[src/rtl/asrv32_fetch.sv]
// asrv32_fetch: PC owner and word fetcher; ack -> o_valid 1 cycle, 1 instr/cycle with same-cycle ack.
// i_stall holds outputs and a one-entry skid absorbs the in-flight ack; `ASRV32_ALIGN_CHECK_EN` traps misaligned redirects.
module asrv32_fetch #(
    parameter logic [31:0] PC_RESET = 32'h0000_0000,
    parameter logic [31:0] NOP_INST = 32'h0000_0013
) (
    input  logic        i_clk,
    input  logic        i_rst,
    output logic [31:0] o_iaddr,
    output logic        o_stb_inst,
    input  logic        i_ack_inst,
    input  logic [31:0] i_inst,
    output logic [31:0] o_inst,
    output logic [31:0] o_pc,
    output logic        o_valid,
    input  logic        i_stall,
    input  logic        i_change_pc,
    input  logic [31:0] i_next_pc,
    output logic        o_misaligned
);

    typedef enum logic [1:0] {
        S_RESET = 2'd0,
        S_FETCH = 2'd1,
        S_HOLD  = 2'd2,
        S_DRAIN = 2'd3
    } state_t;

    state_t      r_state;
    state_t      w_state_nxt;

    logic [31:0] r_pc;
    logic [31:0] r_drain_addr;
    logic [31:0] r_out_inst;
    logic [31:0] r_out_pc;
    logic        r_out_valid;
    logic [31:0] r_skid_inst;
    logic [31:0] r_skid_pc;
    logic        r_skid_valid;
    logic        r_misaligned;

    logic        w_req;
    logic        w_ack;
    logic        w_out_free;
    logic        w_skid_pop;
    logic [31:0] w_target;
    logic        w_target_mis;

`ifdef ASRV32_ALIGN_CHECK_EN
    assign w_target     = i_next_pc;
    assign w_target_mis = |i_next_pc[1:0];
`else
    logic [1:0] w_unused_lsb;
    assign w_unused_lsb = i_next_pc[1:0];
    assign w_target     = {i_next_pc[31:2], 2'b00};
    assign w_target_mis = 1'b0;
`endif

    // Output register can take new data when empty or being consumed this cycle.
    assign w_out_free = !r_out_valid || !i_stall;
    assign w_ack      = w_req && i_ack_inst;
    assign w_skid_pop = (r_state == S_HOLD) && !i_stall;

    always_ff @(posedge i_clk) begin
        if (i_rst) begin
            r_state <= S_RESET;
        end else begin
            r_state <= w_state_nxt;
        end
    end

    always_comb begin
        w_state_nxt = r_state;
        if (i_change_pc) begin
            w_state_nxt = (w_req && !i_ack_inst) ? S_DRAIN : S_FETCH;
        end else begin
            case (r_state)
                S_RESET: w_state_nxt = S_FETCH;
                S_FETCH: if (w_ack && !w_out_free) w_state_nxt = S_HOLD;
                S_HOLD:  if (w_skid_pop) w_state_nxt = S_FETCH;
                S_DRAIN: if (i_ack_inst) w_state_nxt = S_FETCH;
                default: w_state_nxt = S_RESET;
            endcase
        end
    end

    // DRAIN keeps presenting the abandoned request until memory acknowledges it.
    always_comb begin
        w_req   = 1'b0;
        o_iaddr = r_pc;
        case (r_state)
            S_FETCH: w_req = !r_misaligned;
            S_DRAIN: begin
                w_req   = 1'b1;
                o_iaddr = r_drain_addr;
            end
            default: w_req = 1'b0;
        endcase
    end

    assign o_stb_inst = w_req;

    always_ff @(posedge i_clk) begin
        if (i_rst) begin
            r_pc         <= PC_RESET;
            r_drain_addr <= PC_RESET;
            r_out_inst   <= NOP_INST;
            r_out_pc     <= PC_RESET;
            r_out_valid  <= 1'b0;
            r_skid_inst  <= NOP_INST;
            r_skid_pc    <= PC_RESET;
            r_skid_valid <= 1'b0;
            r_misaligned <= 1'b0;
        end else if (i_change_pc) begin
            r_pc         <= w_target;
            r_misaligned <= w_target_mis;
            r_out_valid  <= 1'b0;
            r_out_inst   <= NOP_INST;
            r_skid_valid <= 1'b0;
            if (r_state == S_FETCH) begin
                r_drain_addr <= r_pc;
            end
        end else begin
            case (r_state)
                S_FETCH: begin
                    if (w_ack) begin
                        if (w_out_free) begin
                            r_out_inst  <= i_inst;
                            r_out_pc    <= r_pc;
                            r_out_valid <= 1'b1;
                        end else begin
                            r_skid_inst  <= i_inst;
                            r_skid_pc    <= r_pc;
                            r_skid_valid <= 1'b1;
                        end
                        r_pc <= r_pc + 32'd4;
                    end else if (w_out_free) begin
                        r_out_valid <= 1'b0;
                        r_out_inst  <= NOP_INST;
                    end
                end
                S_HOLD: begin
                    if (w_skid_pop) begin
                        r_out_inst   <= r_skid_inst;
                        r_out_pc     <= r_skid_pc;
                        r_out_valid  <= r_skid_valid;
                        r_skid_valid <= 1'b0;
                    end
                end
                default: begin
                    if (w_out_free) begin
                        r_out_valid <= 1'b0;
                        r_out_inst  <= NOP_INST;
                    end
                end
            endcase
        end
    end

    assign o_inst       = r_out_inst;
    assign o_pc         = r_out_pc;
    assign o_valid      = r_out_valid;
    assign o_misaligned = r_misaligned;

endmodule

[config.mk]
export PLATFORM = sky130hd
export DESIGN_NAME = asrv32_fetch
export DESIGN_NICKNAME = d
export VERILOG_FILES = /design/src/rtl/asrv32_fetch.sv
export SDC_FILE = /design/constraint.sdc
export NUM_CORES = 1
export LEC_CHECK = 0
export ABC_AREA = 0
export BUFFER_PORTS_ARGS = -buffer_cell sky130_fd_sc_hd__buf_2
export CAP_MARGIN = 20
export CORE_ASPECT_RATIO = 1.1
export CORE_MARGIN = 5
export CORE_UTILIZATION = 55
export CTS_CLUSTER_SIZE = 24
export DETAILED_ROUTE_END_ITERATION = 8
export PLACE_DENSITY = 0.79
export REMOVE_ABC_BUFFERS = 1
export SYNTH_ARGS = -nofsm -noshare
export SYNTH_HDL_FRONTEND = slang
export SYNTH_SLANG_ARGS = --single-unit
[constraint.sdc]
create_clock -name i_clk -period 2.5 [get_ports i_clk]
set_clock_uncertainty 0.05 [all_clocks]
set_input_delay 0.25 -clock i_clk [delete_from_list [all_inputs] [get_ports i_clk]]
set_output_delay 0.25 -clock i_clk [all_outputs]
set_load 0.05 [all_outputs]
==> flow_metrics.py <==
metrics = {
    "status": {
        "status": "finished clean",
    },
    "floorplan": {
        "die_area_um2": 18300,
        "boundaryPins": 168,
        "initial_utilization": 0.556,
        "die_w_um": 130,
        "rows": 48,
        "fp.dieH_um": 142,
        "core_um2": 15600,
    },
    "setup_path": {
        "slowest_delay_ps": 450,
        "cpMaxStageDelayCell": "a2111oi_4",
        "r2r_end": "o_pc[8]",
        "r2r_cells": 8,
        "crit_arrival_ps": 2590,
        "path_cells": "inv_1 > ha_1 > buf_4 > a21o_1 > a2111oi_4 > buf_12 > nor2_1 > a211oi_1",
        "critPathLaunchType": "flop",
        "crit_required_ps": 2780,
        "end_kind": "flop",
        "rrSetupSlack_ps": 190,
        "crit_fanout": 28,
        "timing.rr.start": "r_state[1]",
        "crit_type": "flop to flop",
    },
    "drt": {
        "vias_per_cell": 5.77,
        "postRouteWirelength_um": 23100,
        "drt_iter0_markers": 593,
        "ant_nets": 0,
        "drc": 0,
        "firstDrtPassIters": 7,
        "via_count": 7904,
        "wire_per_inst_um": 16.8,
    },
    "logic_synthesis": {
        "synth_adder_area_share": 0.00579,
        "yosysTopAreaCellShare": 0.435,
        "synth_compound_area_frac": 0.204,
        "synth_area_leaders": "dfxtp_1 (44%), nand2_1 (9.0%), a21oi_1 (5.6%)",
        "synth_xor_xnor_area_share": 0.0111,
        "synth-edff-count": 0,
        "avgSynthCellArea_um2": 8.40,
        "ys_ff_latch": 188,
        "yosys_warnings": 0,
        "ys_types": 63,
        "ys_seq_area_frac": 0.435,
        "synthSimpleGateAreaFrac": 0.203,
        "syn_inst": 1030,
        "synthMuxAreaShare": 0.0670,
        "netlist.top_cell.by_area": "dfxtp_1",
        "synthArstFlopShare": 0,
        "synth_top_family_by_area": "compound AO/OA/AOI/OAI gates",
        "netlist_area_um2": 8650,
        "synth_flop_cell": "dfxtp_1",
    },
    "final_layout": {
        "drive_gt1_frac": 0.242,
        "nFillCells": 1309,
        "regArea_um2": 3760,
        "area_growth_pct": 18.3,
        "nNetsFinal": 1228,
        "multi_input_area_um2": 4310,
    },
    "pwr": {
        "leakage_nw": 3.90,
        "power.density_nw_per_um2": 698,
        "ir_worst_vdd_mv": 0.464,
    },
    "clock_tree": {
        "ctsHtreeMaxLevel": 4,
        "cts_buffer_depth": 2,
        "cts_buffers": 17,
        "clock-sinks": 188,
        "cts_tree": "built",
        "clkLatencyLatePin_ps": 430,
        "clkSlewWorstSetupHoldPaths_ps": 70,
        "cts_resized": 0,
        "cts-root-buf": "clkbuf_16",
    },
    "grt": {
        "grt_max_degree": 54,
        "grt_pass1_vias": 7349,
        "grt_usage": 0.245,
        "grt-ovfl-total": 0,
        "antenna_found_initial": 1,
        "grt_pass1_wl_um": 36600,
    },
    "hold_path": {
        "hold_path_depth": 3,
        "holdCritStartpoint": "i_inst[5]",
        "hold_end": "r_skid_inst[5]",
        "min_path_type": "input port to flop",
    },
    "run": {
        "drv_cap": 0,
    },
    "sta": {
        "report.final.hold_viol_count": 0,
        "layout_setup_ws_ps": 190,
        "max_freq_ghz": 0.433,
        "worst_slew_margin_rel": 0.603,
        "setup_violations": 0,
        "rsz0062_at_grt": "no",
        "min_period_ps": 2310,
        "period_share": 0.924,
        "worstMarginPinSlew_ps": 590,
        "whs_ps": 14.4,
        "slew_viol_final": 0,
    },
    "place": {
        "place_ws_ps": 141,
        "place_congestion": 0.928,
        "io_buffers": 160,
        "dpl.hpwl_um": 15900,
    },
}
[cells in the final DEF (no fill, tap or decap), types with 5 or more instances in the layout]
master,Yosys,layout
nand2_1,208,208
a22oi_1,33,33
nand4_1,13,13
mux2i_1,32,32
clkbuf_16,0,17
and4_1,5,5
a311oi_1,9,9
dfxtp_1,188,188
conb_1,1,5
buf_12,0,6
o21ai_0,16,16
mux2_2,23,23
inv_1,10,10
buf_4,7,41
buf_2,5,159
o31ai_1,5,5
a211oi_1,41,41
and2_1,12,12
or3_1,5,5
nor4_1,6,6
nor2_1,91,91
xor2_1,8,8
nand3_1,24,23
nor3_1,6,6
a21oi_1,96,95
a22o_1,29,29
[how the worst max path moves through the flow]
| stage | start | endpoint | slack, ps | cells past startpoint |
|---|---|---|---|---|
| 2_1_floorplan | r_state[0] | o_pc[10] | -2620 | 5 |
| 3_3_place_gp | r_state[1] | r_pc[17] | 240 | 6 |
| 3_5_place_dp | r_state[1] | o_pc[8] | 140 | 8 |
| 4_1_cts | r_state[1] | o_pc[8] | 110 | 8 |
| 5_1_grt | r_state[1] | o_pc[31] | 40 | 8 |
| 6_report | r_state[1] | o_pc[8] | 190 | 8 |
[state kept, by name (all words and copies together), names as in the netlist]
name / count
o_inst: 32
r_skid_inst: 32
o_pc: 30
r_drain_addr: 30
r_pc: 30
r_skid_pc: 30
r_state: 2
o_valid: 1
r_skid_valid: 1
[routing by layer]
metal,up-vias,GRT usage,share of wire
li1,3864,-,-
met1,3701,0.320,0.43
met2,292,0.398,0.47
met3,47,0.0576,0.078
met4,0,0.0848,0.023
met5,-,0,0
[cells by family after synthesis]
| kind of cell | Yosys count |
|---|---|
| and+or+nand+nor | 392 |
| AOI/OAI and AO/OA | 261 |
| xor gates and xnor gates | 11 |
| muxes | 55 |
| other | 1 |
| adders and majority gates | 4 |
| DFF | 188 |
| buffers and inverters | 118 |
[cell usage after synthesis (4+ instances only)]
| cell type | instances |
|---|---|
| nand3_1 | 24 |
| a311oi_1 | 9 |
| a31o_2 | 4 |
| nor3_1 | 6 |
| buf_4 | 7 |
| nor4_1 | 6 |
| clkbuf_8 | 6 |
| nor2_1 | 91 |
| a22o_1 | 29 |
| clkbuf_1 | 74 |
| or3_1 | 5 |
| buf_6 | 11 |
| and4_1 | 5 |
| mux2_2 | 23 |
| buf_2 | 5 |
| dfxtp_1 | 188 |
| a211oi_1 | 41 |
| o31ai_1 | 5 |
| nand4_1 | 13 |
| ha_1 | 4 |
| nand2_1 | 208 |
| inv_1 | 10 |
| o211ai_1 | 4 |
| o21ai_0 | 16 |
| a21oi_1 | 96 |
| a22oi_1 | 33 |
| mux2i_1 | 32 |
| xor2_1 | 8 |
| and2_1 | 12 |
[cell type report]
cell class	count	share of cell area
Inverter	11	0.00403
Timing Repair Buffer	209	0.122
Clock buffer	20	0.0446
Multi-Input combinational cell	728	0.421
Antenna cell	1	0.000244
Tap cell	200	0.0244
Clock inverter	12	0.0154
Sequential cell	188	0.368
[power by group]
part	switching, mW	internal [mW]	leakage (nW)
Combinational	0.799	0.346	2.08
Clock	1.17	1.64	0.293
Sequential	0.0902	3.10	1.53
Total	2.06	5.08	3.90
[through the flow]
stage	cell area (um^2)	instances	total power, mW	setup TNS [ps]	utilization
after CTS	10200	1368	7.18	0	0.658
after detailed placement	9590	1333	4.39	0	0.616
after global routing	10200	1369	7.40	0	0.658
after floorplan	8080	927	3.98	-175340	-
final	10200	1369	7.14	0	0.658
after global placement	9590	1333	4.37	0	0.616
[timing repair]
action / 4_1_cts / 5_1_grt
setup endpoints to repair: 0 / 1
endpoints found under the hold margin: 3 / 0
hold buffers: 3 / 0
setup buffers: 0 / 0
[worst max-delay path: cells and delay by family, from the launching register on]
family | cells | cell delay, ps
AOI/OAI and AO/OA | 3 | 920
buffers and inverters | 3 | 530
DFF | 1 | 390
adders and majority gates | 1 | 250
and+or+nand+nor | 1 | 60
No activity file was read; power rests on OpenSTA's default activity.
